===== config.mk =====
export PLATFORM = sky130hd
export DESIGN_NAME = store_buffer
export DESIGN_NICKNAME = d
export VERILOG_FILES = /design/src/rtl/store_buffer.sv
export SDC_FILE = /design/constraint.sdc
export NUM_CORES = 1
export LEC_CHECK = 0
export CAP_MARGIN = 20
export CORE_AREA = 3 3 177 179
export DETAILED_ROUTE_END_ITERATION = 8
export DIE_AREA = 0 0 180 182
export MAX_ROUTING_LAYER = met4
export PLACE_DENSITY_LB_ADDON = 0.2
export SLEW_MARGIN = 25
export SYNTH_ARGS = -nofsm -noshare
export SYNTH_HDL_FRONTEND = slang
export SYNTH_SLANG_ARGS = --single-unit
export TNS_END_PERCENT = 5

===== constraint.sdc =====
create_clock -name clk -period 11.01 [get_ports clk]
set_input_delay 2.202 -clock clk [delete_from_list [all_inputs] [get_ports clk]]
set_output_delay 2.202 -clock clk [all_outputs]
set_load 0.01 [all_outputs]

===== src/rtl/store_buffer.sv =====
// Post-commit store FIFO: drains retired stores to the data SRAM over req/ack
// and forwards buffered bytes to loads. Define STORE_MERGE_EN to merge same-word pushes.
module store_buffer #(
  parameter int DEPTH = 4,
  parameter int AW    = 32,
  parameter int DW    = 32
) (
  input  logic                     clk,
  input  logic                     rst,
  input  logic                     st_valid,
  input  logic [AW-1:0]            st_addr,
  input  logic [DW-1:0]            st_data,
  input  logic [DW/8-1:0]          st_be,
  output logic                     st_ready,
  input  logic                     ld_valid,
  input  logic [AW-1:0]            ld_addr,
  output logic                     ld_hit,
  output logic [DW-1:0]            ld_data,
  output logic                     ld_conflict,
  output logic                     mem_req,
  output logic [AW-1:0]            mem_addr,
  output logic [DW-1:0]            mem_data,
  output logic [DW/8-1:0]          mem_be,
  input  logic                     mem_ack,
  output logic [$clog2(DEPTH):0]   count,
  output logic                     empty
);

  localparam int BW = DW / 8;
  localparam int PW = $clog2(DEPTH);
  localparam int WA = AW - 2;
  localparam logic [0:0] S_IDLE = 1'b0;
  localparam logic [0:0] S_REQ  = 1'b1;

  logic [WA-1:0] r_waddr [DEPTH];
  logic [DW-1:0] r_data  [DEPTH];
  logic [BW-1:0] r_be    [DEPTH];
  logic [PW-1:0] r_head, r_tail;
  logic [PW:0]   r_count;
  logic [0:0]    r_state;

  logic          w_full, w_pop, w_push, w_alloc, w_merge_ok, w_merge;
  logic [PW:0]   w_count_nxt;
  logic [BW-1:0] w_union;
  logic [DW-1:0] w_fwd;
  logic          w_unused;

  assign w_unused = ^{st_addr[1:0], ld_addr[1:0]};
  assign w_full   = (r_count == (PW+1)'(DEPTH));
  assign w_pop    = (r_state == S_REQ) && mem_ack;

`ifdef STORE_MERGE_EN
  logic [PW-1:0] w_young;
  assign w_young = r_tail - 1'b1;
  // The head in flight must stay frozen, so it is never a merge target while requested.
  assign w_merge_ok = (r_count != '0) && (r_waddr[w_young] == st_addr[AW-1:2]) &&
                      !((r_state == S_REQ) && (r_count == (PW+1)'(1)));
`else
  assign w_merge_ok = 1'b0;
`endif

  assign st_ready = !w_full || w_merge_ok;
  assign w_push   = st_valid && st_ready;
  assign w_merge  = w_push && w_merge_ok;
  assign w_alloc  = w_push && !w_merge_ok;

  always_comb begin
    w_count_nxt = r_count;
    if (w_alloc && !w_pop)      w_count_nxt = r_count + 1'b1;
    else if (!w_alloc && w_pop) w_count_nxt = r_count - 1'b1;
  end

  always_ff @(posedge clk or posedge rst) begin
    if (rst) begin
      r_head  <= '0;
      r_tail  <= '0;
      r_count <= '0;
      r_state <= S_IDLE;
    end else begin
      r_count <= w_count_nxt;
      if (w_pop)   r_head <= r_head + 1'b1;
      if (w_alloc) r_tail <= r_tail + 1'b1;
      case (r_state)
        S_IDLE:  if (r_count != '0) r_state <= S_REQ;
        default: if (w_pop && (w_count_nxt == '0)) r_state <= S_IDLE;
      endcase
    end
  end

  // Entry payload needs no reset: validity comes from head/count alone.
  always_ff @(posedge clk) begin
    if (w_alloc) begin
      r_waddr[r_tail] <= st_addr[AW-1:2];
      r_data[r_tail]  <= st_data;
      r_be[r_tail]    <= st_be;
    end
`ifdef STORE_MERGE_EN
    if (w_merge) begin
      for (int b = 0; b < BW; b++)
        if (st_be[b]) r_data[w_young][8*b +: 8] <= st_data[8*b +: 8];
      r_be[w_young] <= r_be[w_young] | st_be;
    end
`endif
  end

  // Oldest-to-youngest scan so younger stores override older ones per lane.
  always_comb begin
    logic [PW-1:0] v_idx;
    v_idx   = '0;
    w_union = '0;
    w_fwd   = '0;
    for (int i = 0; i < DEPTH; i++) begin
      v_idx = r_head + PW'(i);
      if (((PW+1)'(i) < r_count) && (r_waddr[v_idx] == ld_addr[AW-1:2])) begin
        for (int b = 0; b < BW; b++) begin
          if (r_be[v_idx][b]) begin
            w_fwd[8*b +: 8] = r_data[v_idx][8*b +: 8];
            w_union[b]      = 1'b1;
          end
        end
      end
    end
  end

  assign ld_hit      = ld_valid && (&w_union);
  assign ld_conflict = ld_valid && (|w_union) && !(&w_union);
  assign ld_data     = w_fwd;

  assign mem_req  = (r_state == S_REQ);
  assign mem_addr = mem_req ? {r_waddr[r_head], 2'b00} : '0;
  assign mem_data = mem_req ? r_data[r_head] : '0;
  assign mem_be   = mem_req ? r_be[r_head] : '0;
  assign count    = r_count;
  assign empty    = (r_count == '0);

endmodule


==> impl_metrics.toml, run 1 <==
[placement]
pre_cts_ws_ps = 2280
post_dp_cell_area_mm2 = 0.0198
dp_hpwl_um = 33800
dp_cells = 2069
routabilityCongestion = 0.991
port-buffer-count = 206

[power]
switching_share_pct = 40.7
pwr-share-clk_pct = 18.0
comb_power_share_pct = 54.3
ir_drop_mv = 0.224
pwr_density_cell_mw_per_mm2 = 271
pwr-share-seq_pct = 27.8
finalPower_mw = 5.63
p_sw_mw = 2.29
power_leakage_nw = 7.20
p_int_mw = 3.34

[worst_setup_path]
cp-end-kind = "primary output"
required_ps = 8810
rr_endpoint = "r_waddr[1][22]"
worstReg2RegStart = "count[0]"
crit_path_start_kind = "input pin"
reg2reg_depth = 5
worstSetupPathType = "input pin to primary output"
regToRegSetupSlack_ps = 8310
cp.arrival_ps = 6550
worst-path-max-fanout = 17

[cts]
ctsHtreeMaxLevel = 1
numCtsBuffers = 30
clk_latency_ps = 550
root_buffer = "clkbuf_16"
cts_tree = "done"
cts.sinks = 272
cts_resized = 0
postCtsSetupRepairBufs = 0
holdBufCountCts = 0
clk_transition_reported_paths_ps = 60
cts.path.max_buffers = 3

[die]
die_h_um = 182
core-area_mm2 = 0.0297
dieArea_mm2 = 0.0328
initial_core_util_pct = 59.7
rows = 63
die_w_um = 180
io_pins = 213

[timing]
layout_setup_ws_ps = 2260
tns_ps = 0
worst_pin_slew_ps = 1050
finalSetupViolations = 0
period_share_pct = 79.5
max_freq_ghz = 0.114
slew_viol_final = 0
period_minus_slack_ps = 8750
fin_hold_ws_ps = 677
final_hold_viol_count = 0
fin_skew_ps = 10.9
slew_headroom_pct = 29.8
rsz0062_at_grt = "no"

[final_layout]
register_area_mm2 = 0.00814
multiInputGateArea_mm2 = 0.00896
final_area_mm2 = 0.0208
final_cell_mix = "edfxtp_1, clkdlybuf4s50_1, mux2i_1"
fillCellCount = 2153
utilization_pct = 70.0
layout-drive-gt1-share_pct = 11.6
area_growth_pct = 17.2
final_common_cell = "edfxtp_1"
instances_no_fill = 2128
nNetsFinal = 1824

[route]
routed_wl_um = 50000
vias = 13800
top_layer_used = "met4"
wire_per_inst_um = 23.5
drc = 0
wl_met1_um = 21100
dr_wl_met3_um = 4410
avgViaCountPerCell = 6.47
drtIter0Drc = 1528
drtPass1Iterations = 6
final_antenna_net_count = 0
met2WireLength_um = 23200

[synthesis]
synth.top_cell.area_share_pct = 44.6
synth_ff_type = "edfxtp_1"
synthCells = 1588
yosysTopAreaCell = "edfxtp_1"
ys_seq_elements = 272
synthesis.area_mm2 = 0.0178
ys_seq_area_share_pct = 45.8
synth-edff-count = 264
synth_area_leaders = "edfxtp_1, mux2i_1, mux2_2, xnor2_1, a21oi_1"
ys_warn_count = 0
yosysUniqueCellTypes = 77
syn_area_per_cell_um2 = 11.2
async_reset_ff_share_pct = 2.94

[grt]
globalRouteOverflowTotal = 0
grt_pass1_wl_um = 76600
grt_pass1_vias = 13400
grt_usage_pct = 30.3
antenna_found_initial = 3
grt_max_degree = 142

[flow_run]
drv_cap = 0

[status]
status = "completed"

[min_path]
min_to = "r_tail[0]"
worstHoldPathCells = 2
worstHoldStart = "r_tail[0]"
hold_path.class = "flop to flop"
## area by class of cell
type,instances,area share [%]
antenna,3,0.0361
clock buffer,40,4.08
clock inverter,16,0.758
inverter,11,0.210
multi-input combinational,1179,43.0
sequential,272,39.1
tap,390,2.35
timing repair buffer,217,10.4
## registers in the layout, indices dropped and copies added (netlist names)
| register | flops |
|---|---|
| mem_req | 1 |
| r_data | 128 |
| r_be | 16 |
| r_head | 2 |
| r_waddr | 120 |
| r_tail | 2 |
| count | 3 |
## cells in the mapped netlist, drive strengths merged, types with 33 or more instances
| cell | n |
|---|---|
| and2 | 54 |
| edfxtp | 264 |
| xnor2 | 96 |
| o31ai | 33 |
| a21oi | 153 |
| o21ai | 55 |
| buf | 69 |
| nand2 | 92 |
| mux2i | 194 |
| mux2 | 80 |
| clkbuf | 58 |
| nor2 | 161 |
## how the worst max path moves through the flow
stage,end,from,cells after the start
4_1_cts,ld_hit,ld_addr[17],10
6_report,ld_hit,ld_addr[17],10
5_1_grt,ld_hit,ld_addr[17],10
3_3_place_gp,ld_hit,ld_addr[17],10
2_1_floorplan,ld_data[13],ld_addr[20],10
3_5_place_dp,ld_hit,ld_addr[17],10
## power groups by stage
| stage | clock, mW | sequential (mW) | combinational [mW] |
|---|---|---|---|
| after global placement | 0 | 1.56 | 2.93 |
| final | 1.01 | 1.56 | 3.05 |
| after floorplan | 0 | 1.48 | 2.20 |
| after detailed placement | 0 | 1.58 | 2.99 |
| after CTS | 1.02 | 1.56 | 3.02 |
| after global routing | 1.06 | 1.59 | 3.27 |
## layer usage
layer	up-vias	GRT usage (%)
li1	6220	-
met2	695	47.2
met1	6759	41.9
met4	0	7.64
met5	-	-
met3	85	4.97
## cell families (layout without fill, tap and decap cells)
| kind of cell | count (synthesis) | count (layout) | synth area share, % |
|---|---|---|---|
| other cells | 1 | 5 | 0.0211 |
| buf+inv | 138 | 284 | 4.10 |
| simple gates | 403 | 403 | 11.2 |
| mux | 304 | 304 | 20.1 |
| compound gates | 342 | 342 | 12.3 |
| fa+ha+maj | 10 | 10 | 0.677 |
| flops | 272 | 272 | 45.8 |
| xor+xnor | 118 | 118 | 5.82 |
## critical path: stages
cell,delay (ps)
clkdlybuf4s50_1,870
o22ai_1,210
a2111oi_0,350
o22ai_1,180
a2111oi_4,530
nand4b_1,740
o2111a_1,430
nor4_2,340
and2_1,170
clkdlybuf4s50_1,530
Note: power is estimated with default switching activity, not from simulation.
==> inputs of run 2 (changes only) <==
--- a/config.mk
+++ b/config.mk
@@ -6,9 +6,9 @@
 export NUM_CORES = 1
 export LEC_CHECK = 0
 export CAP_MARGIN = 20
-export CORE_AREA = 3 3 177 179
+export CORE_AREA = 3 3 181 183
 export DETAILED_ROUTE_END_ITERATION = 8
-export DIE_AREA = 0 0 180 182
+export DIE_AREA = 0 0 184 186
 export MAX_ROUTING_LAYER = met4
 export PLACE_DENSITY_LB_ADDON = 0.2
 export SLEW_MARGIN = 25
==> constraint.sdc (replaced) <==
create_clock -name clk -period 8.55 [get_ports clk]
set_input_delay 1.71 -clock clk [delete_from_list [all_inputs] [get_ports clk]]
set_output_delay 1.71 -clock clk [all_outputs]
set_load 0.01 [all_outputs]
==> impl_metrics.toml, run 2 (synthesis results as in run 1) <==
[grt]
grt_pass1_vias = 12800
antenna_found_initial = 2
met1_usage_pct = 41.5
grt_max_degree = 116
met3_usage_pct = 4.18
met2_usage_pct = 44.3
grt_pass1_wl_um = 75000
busiest_layer = "met2"
globalRouteOverflowTotal = 0
grt_usage_pct = 29.1

[worst_setup_path]
worst-path-max-fanout = 10
crit_start = "ld_addr[9]"
cp-end-kind = "primary output"
regToRegSetupSlack_ps = 5540
reg2reg_depth = 4
worstReg2RegStart = "r_head[0]"
cp.arrival_ps = 5780
required_ps = 6840
rr_endpoint = "r_head[1]"
endpoint = "ld_hit"
worstSetupPathType = "input pin to primary output"
crit_path_start_kind = "input pin"

[timing]
fin_skew_ps = 9.48
worst_pin_slew_ps = 997
finalSetupViolations = 0
final_hold_viol_count = 0
slew_headroom_pct = 33.6
slew_viol_final = 0
period_minus_slack_ps = 7490
rsz0062_at_grt = "no"
max_freq_ghz = 0.134
tns_ps = 0
period_share_pct = 87.6

[die]
initial_core_util_pct = 56.6
rows = 65
die_h_um = 186
dieArea_mm2 = 0.0342
io_pins = 213
die_w_um = 184
core-area_mm2 = 0.0314

[power]
ir_drop_mv = 0.223
power_leakage_nw = 7.28
finalPower_mw = 7.31
pwr_density_cell_mw_per_mm2 = 348

[final_layout]
register_area_mm2 = 0.00814
multiInputGateArea_mm2 = 0.00894
final_common_cell = "edfxtp_1"
biggestRegsByFlops = "r_data x128, r_waddr x120, r_be x16"
area_growth_pct = 18.2
instances_no_fill = 2159
layout-drive-gt1-share_pct = 12.5
nNetsFinal = 1842
top_register = "r_data"
fillCellCount = 2365
final_cell_mix = "edfxtp_1, clkdlybuf4s50_1, mux2i_1"
largest_reg_flops = 128
utilization_pct = 66.9

[cts]
cts.path.max_buffers = 3
clk_latency_ps = 570
cts.sinks = 272
root_buffer = "clkbuf_16"
cts_resized = 0
cts_tree = "done"
ctsHtreeMaxLevel = 1
numCtsBuffers = 31
clk_transition_reported_paths_ps = 60
postCtsSetupRepairBufs = 0
holdBufCountCts = 0

[placement]
port-buffer-count = 206
dp_cells = 2098
dp_hpwl_um = 33900
routabilityCongestion = 1.01

[route]
drc = 0
drtPass1Iterations = 6
drtIter0Drc = 1448
final_antenna_net_count = 0
routed_wl_um = 49800
vias = 13700
avgViaCountPerCell = 6.36
wire_per_inst_um = 23.1

[status]
status = "completed"

[flow_run]
drv_cap = 0

[min_path]
hold_path.class = "flop to flop"
[run 2: area by class of cell]
type | count | share of cell area (%)
Timing Repair Buffer | 234 | 11.0
Multi-Input combinational cell | 1179 | 42.6
Clock inverter | 26 | 1.29
Antenna cell | 3 | 0.0358
Clock buffer | 32 | 3.71
Tap cell | 402 | 2.40
Inverter | 11 | 0.209
Sequential cell | 272 | 38.8
[run 2: report_power, final]
| part | leakage, nW | internal [mW] | switching, mW | total [mW] |
|---|---|---|---|---|
| logic | 4.26 | 1.76 | 2.20 | 3.95 |
| clock network | 0.508 | 0.813 | 0.546 | 1.36 |
| registers | 2.51 | 1.77 | 0.229 | 2.00 |
| total | 7.28 | 4.34 | 2.97 | 7.31 |
[run 2: routing by layer]
layer	up-vias	wire length, µm
li1	6262	-
met1	6701	21000
met2	662	22700
met3	102	4590
met4	0	1470
met5	-	0
[run 2: worst min-delay path by stage]
stage | endpoint | startpoint | cells after the start | slack [ps]
6_report | r_tail[1] | r_tail[1] | 2 | 640
4_1_cts | r_tail[1] | r_tail[1] | 2 | 650
3_3_place_gp | r_tail[1] | r_tail[1] | 2 | 610
3_5_place_dp | r_tail[1] | r_tail[1] | 2 | 630
2_1_floorplan | r_tail[1] | r_tail[1] | 2 | 580
5_1_grt | r_tail[1] | r_tail[1] | 2 | 680
[run 2: worst max-delay path: stages]
cell	delay [ps]
clkdlybuf4s50_1	810
xnor2_1	240
nor4_1	330
o221ai_1	200
nor3_2	470
nand4b_1	540
o2111a_1	350
nor4_2	390
and2_1	190
clkdlybuf4s50_1	540
[run 2: stage by stage]
stage / area (µm²) / hold WS (ps) / setup WS, ps
after detailed placement: 19900 / 634 / 1140
after CTS: 21000 / 646 / 1150
after floorplan: 17800 / 580 / 2880
after global placement: 19900 / 613 / 1180
after global routing: 21000 / 677 / 778
final: 21000 / 644 / 1060
